File: src/rtl/load_store_unit.sv
`default_nettype none
// ============================================================================
// Module   : load_store_unit
// Purpose  : Data-memory access stage. Issues one req/ack bus transaction per
//            accepted load/store, formats load data (lane select plus sign or
//            zero extension) for register write-back, and raises busy while a
//            transaction is in flight.
// Ports    : clk, reset (async, active-high)
//            start/load/store/funct3/addr/wdata/rd_in  - request from core
//            busy/done/err/rdata_out/rd_out/wr_en_out  - status and write-back
//            mem_req/mem_we/mem_addr/mem_wdata/mem_be  - bus request (registered)
//            mem_ack/mem_rdata                         - bus response
// Options  : `define MISALIGN_TRAP_EN to trap misaligned half/word accesses
//            (no bus cycle, err=1). Undefined: low address bits are ignored.
// Revision : 1.0 - initial release
// ============================================================================
module load_store_unit #(
    parameter int TIMEOUT = 16,
    parameter int ADDR_W  = 32
) (
    input  logic              clk,
    input  logic              reset,
    input  logic              start,
    input  logic              load,
    input  logic              store,
    input  logic [2:0]        funct3,
    input  logic [ADDR_W-1:0] addr,
    input  logic [31:0]       wdata,
    input  logic [4:0]        rd_in,
    output logic              busy,
    output logic              done,
    output logic              err,
    output logic [31:0]       rdata_out,
    output logic [4:0]        rd_out,
    output logic              wr_en_out,
    output logic              mem_req,
    output logic              mem_we,
    output logic [ADDR_W-1:0] mem_addr,
    output logic [31:0]       mem_wdata,
    output logic [3:0]        mem_be,
    input  logic              mem_ack,
    input  logic [31:0]       mem_rdata
);

    localparam logic [1:0] c_IDLE = 2'd0;
    localparam logic [1:0] c_REQ  = 2'd1;
    localparam logic [1:0] c_RESP = 2'd2;

    // Counter holds 0..TIMEOUT-1; reaching TIMEOUT-1 without ack ends the wait.
    localparam int c_CNT_W = (TIMEOUT > 1) ? $clog2(TIMEOUT) : 1;
    localparam int c_LIMIT = (TIMEOUT > 0) ? TIMEOUT - 1 : 0;

    logic [1:0]          r_state;
    logic [1:0]          w_next;
    logic [c_CNT_W-1:0]  r_cnt;
    logic [2:0]          r_funct3;
    logic [1:0]          r_lo;
    logic [4:0]          r_rd;
    logic                r_is_load;
    logic                r_err;
    logic [31:0]         r_rdata_out;
    logic [4:0]          r_rd_out;
    logic                r_mem_req;
    logic                r_mem_we;
    logic [ADDR_W-1:0]   r_mem_addr;
    logic [31:0]         r_mem_wdata;
    logic [3:0]          r_mem_be;

    logic                w_accept;
    logic                w_illegal;
    logic                w_misalign;
    logic                w_trap;
    logic                w_timeout;
    logic [3:0]          w_be;
    logic [31:0]         w_wdata;
    logic [7:0]          w_byte;
    logic [15:0]         w_half;
    logic [31:0]         w_load_fmt;

    assign w_accept = (r_state == c_IDLE) && start && (load || store);

    // Load has priority, so legality is judged against the load table when
    // both direction bits are set.
    assign w_illegal = load ? ((funct3 == 3'b011) || (funct3[2:1] == 2'b11))
                            : (funct3[2] || (funct3[1:0] == 2'b11));

`ifdef MISALIGN_TRAP_EN
    assign w_misalign = ((funct3[1:0] == 2'b01) && addr[0]) ||
                        ((funct3[1:0] == 2'b10) && (addr[1:0] != 2'b00));
`else
    assign w_misalign = 1'b0;
`endif

    assign w_trap    = w_illegal || w_misalign;
    assign w_timeout = (TIMEOUT != 0) && (r_cnt == c_CNT_W'(c_LIMIT));

    // Byte enables and lane-replicated store data. For halves only addr[1]
    // selects the lane; a set addr[0] is either trapped or ignored.
    always_comb begin
        w_be    = 4'b1111;
        w_wdata = wdata;
        case (funct3[1:0])
            2'b00: begin
                w_be    = 4'b0001 << addr[1:0];
                w_wdata = {4{wdata[7:0]}};
            end
            2'b01: begin
                w_be    = 4'b0011 << {addr[1], 1'b0};
                w_wdata = {2{wdata[15:0]}};
            end
            default: begin
                w_be    = 4'b1111;
                w_wdata = wdata;
            end
        endcase
    end

    // Load formatting from the captured lane offset and size/sign code.
    always_comb begin
        w_byte     = mem_rdata[{r_lo, 3'b000} +: 8];
        w_half     = r_lo[1] ? mem_rdata[31:16] : mem_rdata[15:0];
        w_load_fmt = mem_rdata;
        case (r_funct3)
            3'b000:  w_load_fmt = {{24{w_byte[7]}}, w_byte};
            3'b001:  w_load_fmt = {{16{w_half[15]}}, w_half};
            3'b100:  w_load_fmt = {24'd0, w_byte};
            3'b101:  w_load_fmt = {16'd0, w_half};
            default: w_load_fmt = mem_rdata;
        endcase
    end

    // State register
    always_ff @(posedge clk or posedge reset) begin
        if (reset) begin
            r_state <= c_IDLE;
        end else begin
            r_state <= w_next;
        end
    end

    // Next-state logic
    always_comb begin
        w_next = r_state;
        case (r_state)
            c_IDLE: begin
                if (w_accept) begin
                    w_next = w_trap ? c_RESP : c_REQ;
                end
            end
            c_REQ: begin
                if (mem_ack || w_timeout) begin
                    w_next = c_RESP;
                end
            end
            c_RESP:  w_next = c_IDLE;
            default: w_next = c_IDLE;
        endcase
    end

    // Output logic
    always_comb begin
        busy      = (r_state != c_IDLE);
        done      = (r_state == c_RESP);
        err       = done && r_err;
        wr_en_out = done && r_is_load && !r_err;
    end

    // Datapath and registered bus outputs
    always_ff @(posedge clk or posedge reset) begin
        if (reset) begin
            r_cnt       <= '0;
            r_funct3    <= 3'd0;
            r_lo        <= 2'd0;
            r_rd        <= 5'd0;
            r_is_load   <= 1'b0;
            r_err       <= 1'b0;
            r_rdata_out <= 32'd0;
            r_rd_out    <= 5'd0;
            r_mem_req   <= 1'b0;
            r_mem_we    <= 1'b0;
            r_mem_addr  <= '0;
            r_mem_wdata <= 32'd0;
            r_mem_be    <= 4'd0;
        end else begin
            r_mem_req <= (w_next == c_REQ);

            if ((r_state == c_REQ) && (w_next == c_REQ)) begin
                r_cnt <= r_cnt + 1'b1;
            end else begin
                r_cnt <= '0;
            end

            if (w_accept) begin
                r_funct3  <= funct3;
                r_lo      <= addr[1:0];
                r_rd      <= rd_in;
                r_is_load <= load;
                r_err     <= w_trap;
                if (!w_trap) begin
                    r_mem_addr  <= {addr[ADDR_W-1:2], 2'b00};
                    r_mem_we    <= !load;
                    r_mem_be    <= w_be;
                    r_mem_wdata <= w_wdata;
                end
            end

            if (r_state == c_REQ) begin
                if (mem_ack) begin
                    // Write-back data only changes when a load completes.
                    if (r_is_load) begin
                        r_rdata_out <= w_load_fmt;
                        r_rd_out    <= r_rd;
                    end
                end else if (w_timeout) begin
                    r_err <= 1'b1;
                end
            end
        end
    end

    assign rdata_out = r_rdata_out;
    assign rd_out    = r_rd_out;
    assign mem_req   = r_mem_req;
    assign mem_we    = r_mem_we;
    assign mem_addr  = r_mem_addr;
    assign mem_wdata = r_mem_wdata;
    assign mem_be    = r_mem_be;

endmodule
`default_nettype wire

File: config.mk
export PLATFORM = sky130hd
export DESIGN_NAME = load_store_unit
export DESIGN_NICKNAME = d
export VERILOG_FILES = /design/src/rtl/load_store_unit.sv
export SDC_FILE = /design/constraint.sdc
export NUM_CORES = 1
export LEC_CHECK = 0
export ABC_CLOCK_PERIOD_IN_PS = 4000
export CAP_MARGIN = 40
export CORE_UTILIZATION = 40
export DETAILED_ROUTE_END_ITERATION = 8
export GPL_ROUTABILITY_DRIVEN = 0
export PLACE_DENSITY = 0.86
export SYNTH_ARGS = -nofsm -noshare
export SYNTH_HDL_FRONTEND = slang
export SYNTH_SLANG_ARGS = --single-unit
File: constraint.sdc
create_clock -name clk -period 4 [get_ports clk]
set_clock_uncertainty 0.1 [all_clocks]
set_input_delay 0.8 -clock clk [delete_from_list [all_inputs] [get_ports clk]]
set_output_delay 0.8 -clock clk [all_outputs]
set_load 0.1 [all_outputs]
After elaboration in Yosys (flattened, before gate mapping)
Index checks and enable logic that the tools add are counted.

Bits in registers: 123. Output and inout port bits: 111. Word-level logic and storage cells: 62.

Add/sub/neg operators: 1. Equality and inequality tests: 11. Shift operators: 3. Mux-type cells: 14. Bitwise gates (word level): 1. Reduce and logical (&&, ||, !) cells: 18.

Operators by type and width (number): one-hot mux 32 bit (4 select lines) (1); one-hot mux 32 bit (2 select lines) (1); variable part select 32 x 6 -> 8 bit (1); 2-to-1 mux 16 bit (1); one-hot mux 4 bit (2 select lines) (1); == test 2 x 1 -> 1 bit, second input constant (3); == test 2 bit, second input constant (3); == test 3 bit, second input constant (2); logical AND 1 bit (6); 2-to-1 mux 2 bit (3); 2-to-1 mux 1 bit (5); adder 4 x 1 -> 4 bit, second input constant (1); == test 4 bit, second input constant (1); logical NOT 2 bit (2); logical OR 1 bit (4); 2-to-1 mux 4 bit (1); one-hot mux 2 bit (2 select lines) (1); << shifter 1 x 2 -> 4 bit, first input constant (1); << shifter 2 x 2 -> 4 bit, first input constant (1); == test 3 x 1 -> 1 bit, second input constant (1); == test 3 x 2 -> 1 bit, second input constant (1); logical NOT 3 bit (1); AND reduction 3 bit (1); logical NOT 1 bit (2); 3 further kinds (3).

Longest topological paths before layout
Gate-level depths: netlist of run 1.

Depth after elaboration: 9. Gate-level depth with buffers: 6.

Least setup slack after synthesis of run 1
No wires, ideal clock.

Kind: flip-flop to output port. Start point: register r_state[0]. End point: output wr_en_out. Arrival time: 2.787 ns. Setup slack: 0.313 ns. Stages on the path, launching flop included: 3. Buffers on the path: 0. Path through: dfrtp_1 > nor2b_1 > and3b_1.

Longest elaborated chain between the ends: 3.

Ends and longest elaborated chain: start, declared (line 53) `logic [1:0] r_state;`; start signal, assigned (line 135) `r_state <= c_IDLE;`; start signal, assigned (line 137) `r_state <= w_next;`; == test 2 bit (line 163) `done = (r_state == c_RESP);`; via done (line 31) `output logic done,`; logical AND 1 bit (2 in a row) (line 165) `wr_en_out = done && r_is_load && !r_err;`; end, declared (line 35) `output logic wr_en_out,`.

The timed path passes the listed nets, and every way through them passes these cells.

Worst setup path after layout of run 1
Start point: input mem_ack. End point: register r_rdata_out[17], in the netlist rdata_out[17].

Longest elaborated chain between the ends: 1.

Ends and longest elaborated chain: start, declared (line 41) `input logic mem_ack,`; AND reduction 3 bit (no source line); end signal, assigned (line 211) `r_rdata_out <= w_load_fmt;`; end, declared (line 61) `logic [31:0] r_rdata_out;`.

No other way between the ends. A chain may end at the register's enable or synchronous reset.

==> flow_summary.json, run 1 <==
{
  "worstSetupStartpointType": "input port",
  "final-hold-violation-count": 0,
  "grtUsageMet1": 0.317,
  "grt_max_degree": 69,
  "path_clk_slew_ns": 0.06,
  "post-route-util": 0.778,
  "grt.busiest_layer": "met2",
  "drc": 0,
  "slew_headroom": 0.352,
  "ir_drop_uv": 629,
  "netlist_instances": 523,
  "core_um2": 13500,
  "portBuffers": 218,
  "ys.flop_type": "dfrtp_1",
  "post_cts_buffers": 0,
  "worstSetupStartpoint": "mem_ack",
  "synth_edf_count": 0,
  "rr_worst_depth": 3,
  "antenna_found_initial": 1,
  "routedWlPerCell_um": 20.1,
  "hold_slack_ns": 0.368,
  "yosys_warnings": 0,
  "grt_use_met2": 0.537,
  "globalRouteOverflowTotal": 0,
  "cts_buffers": 17,
  "cts_sinks": 123,
  "holdPathStages": 2,
  "grt_use_total": 0.297,
  "htreeDepth": 4,
  "die_w_um": 120,
  "maxCapViolations": 0,
  "synth-seq-area-share": 0.548,
  "yosysUniqueCellTypes": 47,
  "synthSimpleGateAreaFrac": 0.0967,
  "p_per_area_nw_per_um2": 996,
  "synth_xor_area_frac": 0.00312,
  "crit_required_ns": 4.11,
  "drtPass1Iterations": 7,
  "root_buffer": "clkbuf_16",
  "cts_resized": 0,
  "r2r_end": "rdata_out[17]",
  "initial_core_util": 0.418,
  "die_y_um": 120,
  "io_pins": 221,
  "areaGrowthSynthToFinish_pct": 86.5,
  "status": "complete, no violations",
  "worstHoldEndpoint": "rd_out[1]",
  "synth_seq_cells": 123,
  "grt_util_met3": 0.0816,
  "hp-class": "flop to flop",
  "worstPathMaxFanout": 44,
  "drt_iter0_markers": 644,
  "grt_pass1_vias": 5989,
  "synth_area_um2": 5620,
  "cp.arrival_ns": 2.93,
  "viasPerCell": 5.54,
  "leakage_nw": 4.54,
  "cts_tree": "done",
  "synth_mux_area_frac": 0.147,
  "grt_first_pass_wirelength_um": 32600,
  "worst_pin_slew_ns": 0.970,
  "fin_setup_tns_ns": 0,
  "p_seq_frac": 0.199,
  "reg2reg_slack_ns": 1.34,
  "vias": 5731,
  "p_int_w": 0.00525,
  "dp_hpwl_um": 15200,
  "period_minus_slack_ns": 2.82,
  "synth_top_family_by_area": "compound AO/OA/AOI/OAI gates",
  "synth_compound_area_frac": 0.162,
  "clk_latency_ns": 0.41,
  "clockPowerShare": 0.158,
  "nets": 955,
  "cts_buffer_depth": 2,
  "cp-end-kind": "flop",
  "drive_gt1_frac": 0.203,
  "synth_adder_area_share": 0.00223,
  "wl_um": 20800,
  "setup_violations": 0,
  "die-area_um2": 14500,
  "period_share": 0.704,
  "swShare": 0.497,
  "postCtsHoldBufs": 0,
  "placementRows": 42,
  "slew_viol_final": 0,
  "synth_async_sr_flop_share": 1.00,
  "power_switching_w": 0.00519,
  "r2r-start": "r_lo[1]",
  "fmaxAchievable_ghz": 0.355,
  "p_comb_frac": 0.644,
  "rsz0062_at_grt": "false",
  "final_antenna_net_count": 0,
  "hp-start": "r_rd[1]",
  "critPathKind": "input port to flop",
  "syn_area_per_cell_um2": 10.7
}
-- flip-flops by register name, indices dropped and copies added (netlist names) --
register   cells
rdata_out     32
r_err          1
mem_we         1
mem_be         4
r_lo           2
mem_addr      30
r_is_load      1
mem_wdata     32
r_funct3       3
mem_req        1
r_cnt          4
r_rd           5
rd_out         5
r_state        2
-- stage by stage --
step	setup WS, ns	instances	area [µm²]	power, W
floorplan	0.313	524	5620	0.00575
global placement	1.10	893	7920	0.00692
detailed placement	0.923	1001	9840	0.00876
CTS	1.24	1033	10500	0.0105
global route	1.13	1034	10500	0.0107
finish	1.18	1034	10500	0.0104
-- synth_stat cells, drive strengths merged, types with 2 or more instances --
cell | count | area, µm²
dfrtp | 123 | 3080
nand2 | 71 | 267
o21ai | 56 | 280
a21oi | 54 | 270
mux2 | 47 | 533
nor2 | 30 | 113
mux2i | 27 | 270
buf | 17 | 115
clkbuf | 17 | 65.1
o211ai | 16 | 120
inv | 13 | 48.8
o22ai | 7 | 43.8
a221oi | 6 | 52.6
nand2b | 5 | 31.3
a211oi | 4 | 40.0
or2 | 3 | 18.8
a22o | 2 | 17.5
nor2b | 2 | 12.5
o31ai | 2 | 15.0
-- per-layer routing --
layer / up-vias / wire length, µm
met5: - / 0
met4: 0 / 815
met3: 89 / 1730
met2: 399 / 11100
met1: 2747 / 7120
li1: 2496 / -
-- kinds of logic after synthesis --
| logic type | count (synthesis) |
|---|---|
| flip-flops | 123 |
| AND/OR/NAND/NOR | 121 |
| other | 1 |
| adder cells (fa/ha/maj) | 1 |
| buffers and inverters | 47 |
| XOR/XNOR | 2 |
| AO/OA/AOI/OAI | 153 |
| multiplexers | 75 |
-- power by group through the flow --
| stage | sequential (W) | clock (W) | combinational (W) |
|---|---|---|---|
| after CTS | 0.00206 | 0.00167 | 0.00673 |
| after detailed placement | 0.00207 | 0 | 0.00670 |
| after global routing | 0.00212 | 0.00173 | 0.00689 |
| final | 0.00207 | 0.00164 | 0.00672 |
| after floorplan | 0.00504 | 0 | 0.000709 |
| after global placement | 0.00202 | 0 | 0.00489 |
-- how the worst max path moves through the flow --
stage                     cells past startpoint            end  slack, ns
final                                         5  rdata_out[17]       1.18
after global placement                        5   mem_wdata[4]       1.10
after detailed placement                      5  rdata_out[17]       0.92
after floorplan                               2      wr_en_out       0.31
after global routing                          5  rdata_out[17]       1.13
after CTS                                     3           done       1.24
-- worst max-delay path, cell delays in order --
cell and delay, ns:
clkdlybuf4s50_1 0.55, nand4b_2 0.12, buf_4 0.29, a211oi_2 0.82, o21ai_0 0.33
-- layout by cell type (no fill, tap or decap), types with 5 or more instances in the layout --
master	n
clkdlybuf4s50_1	216
dfrtp_1	123
buf_8	83
nand2_1	71
a21oi_1	54
o21ai_0	51
mux2_1	37
nor2_1	29
mux2i_1	27
buf_16	24
clkbuf_16	17
o211ai_1	16
inv_1	12
buf_4	11
mux2_2	9
o22ai_1	7
a221oi_1	6
nand2b_1	5
o21ai_1	5
-- cell type report --
cell class	instances	area [µm²]
sequential	123	3080
antenna	1	2.50
clock inverter	14	193
tap	176	220
timing repair buffer	335	4170
fill	759	2980
inverter	13	52.6
multi-input combinational	354	2320
clock buffer	18	439
Note: power is estimated with default switching activity, not from simulation.
==> run 2: changes to the inputs <==
--- a/config.mk
+++ b/config.mk
@@ -5,7 +5,7 @@
 export SDC_FILE = /design/constraint.sdc
 export NUM_CORES = 1
 export LEC_CHECK = 0
-export ABC_CLOCK_PERIOD_IN_PS = 4000
+export ABC_CLOCK_PERIOD_IN_PS = 2400
 export CAP_MARGIN = 40
 export CORE_UTILIZATION = 40
 export DETAILED_ROUTE_END_ITERATION = 8
==> constraint.sdc (replaced) <==
create_clock -name clk -period 2.4 [get_ports clk]
set_clock_uncertainty 0.1 [all_clocks]
set_input_delay 0.48 -clock clk [delete_from_list [all_inputs] [get_ports clk]]
set_output_delay 0.48 -clock clk [all_outputs]
set_load 0.1 [all_outputs]
==> flow_summary.json, run 2 (synthesis gave the netlist of run 1 again) <==
{
  "crit_required_ns": 2.53,
  "period_share": 0.931,
  "fin_setup_tns_ns": 0,
  "htreeDepth": 4,
  "portBuffers": 218,
  "viasPerCell": 5.30,
  "placementRows": 42,
  "areaGrowthSynthToFinish_pct": 50.5,
  "die_y_um": 120,
  "grt_use_total": 0.228,
  "die-area_um2": 14500,
  "r2r_end": "rdata_out[28]",
  "grt_pass1_vias": 5067,
  "design_area_um2": 8450,
  "postCtsHoldBufs": 0,
  "cp.arrival_ns": 2.37,
  "fmaxAchievable_ghz": 0.448,
  "io_pins": 221,
  "dp_hpwl_um": 12000,
  "reg2reg_slack_ns": 0.23,
  "critPathKind": "input port to flop",
  "initial_core_util": 0.418,
  "slew_viol_final": 0,
  "nets": 860,
  "core_um2": 13500,
  "cts_sinks": 123,
  "path_clk_slew_ns": 0.06,
  "hp-class": "input port to asynchronous set/reset pin",
  "grt_max_degree": 63,
  "routedWlPerCell_um": 17.2,
  "cp-end-kind": "flop",
  "drive_gt1_frac": 0.247,
  "mostFrequentLayoutCells": "dfrtp_1 (123), buf_4 (123), clkdlybuf4s50_1 (109)",
  "vias": 4974,
  "hold_slack_ns": 0.306,
  "antenna_found_initial": 0,
  "cts_buffers": 17,
  "worstPathMaxFanout": 16,
  "r2r-start": "r_lo[0]",
  "worst_pin_slew_ns": 0.960,
  "rr_worst_depth": 4,
  "post_cts_buffers": 0,
  "final_antenna_net_count": 0,
  "final-hold-violation-count": 0,
  "period_minus_slack_ns": 2.23,
  "slew_headroom": 0.359,
  "placed_cell_area_um2": 7850,
  "status": "complete, no violations",
  "cts_resized": 0,
  "globalRouteOverflowTotal": 0,
  "cts_buffer_depth": 2,
  "root_buffer": "clkbuf_16",
  "drc": 0,
  "drtPass1Iterations": 6,
  "die_w_um": 120,
  "rsz0062_at_grt": "false",
  "clk_latency_ns": 0.40,
  "cts_tree": "done",
  "wl_um": 16100,
  "drt_iter0_markers": 377,
  "grt_first_pass_wirelength_um": 25400,
  "diodes": 0,
  "setup_violations": 0,
  "worstSetupStartpointType": "input port",
  "maxCapViolations": 0
}
-- run 2: worst max-delay path by stage --
stage          slack (ns)            end  cells past startpoint           from
2_1_floorplan        0.22      wr_en_out                      2     r_state[0]
3_3_place_gp        -0.07  rdata_out[30]                      5  mem_rdata[15]
3_5_place_dp        -0.22  rdata_out[25]                      5  mem_rdata[15]
4_1_cts              0.20  rdata_out[25]                      4  mem_rdata[15]
5_1_grt              0.08  rdata_out[25]                      5  mem_rdata[15]
6_report             0.17  rdata_out[28]                      5  mem_rdata[15]
-- run 2: layout make-up --
type,instances,area [µm²]
Clock buffer,20,457
Multi-Input combinational cell,354,2330
Tap cell,176,220
Inverter,13,52.6
Timing Repair Buffer,240,2170
Fill cell,1063,5000
Sequential cell,123,3080
Clock inverter,12,146
-- run 2: critical path, cell delays in order --
cell	delay, ns
clkdlybuf4s50_1	0.50
mux2i_1	0.19
o22ai_1	0.14
a211oi_2	0.81
o21ai_0	0.24
-- run 2: stage by stage --
step | worst slack [ns] | instances | util
CTS | 0.200 | 938 | 0.628
global route | 0.0822 | 938 | 0.628
floorplan | 0.220 | 524 | -
global placement | -0.0738 | 905 | 0.583
detailed placement | -0.221 | 906 | 0.584
finish | 0.166 | 938 | 0.628
-- run 2: metal layers --
layer / GRT usage / wire (µm)
met4: 0.101 / 484
met1: 0.260 / 6140
met5: 0 / 0
met3: 0.0698 / 1440
met2: 0.392 / 8060
Power of run 2 is not shown: default switching activity piles up to over one toggle a cycle in this logic, so the estimate is an artifact.
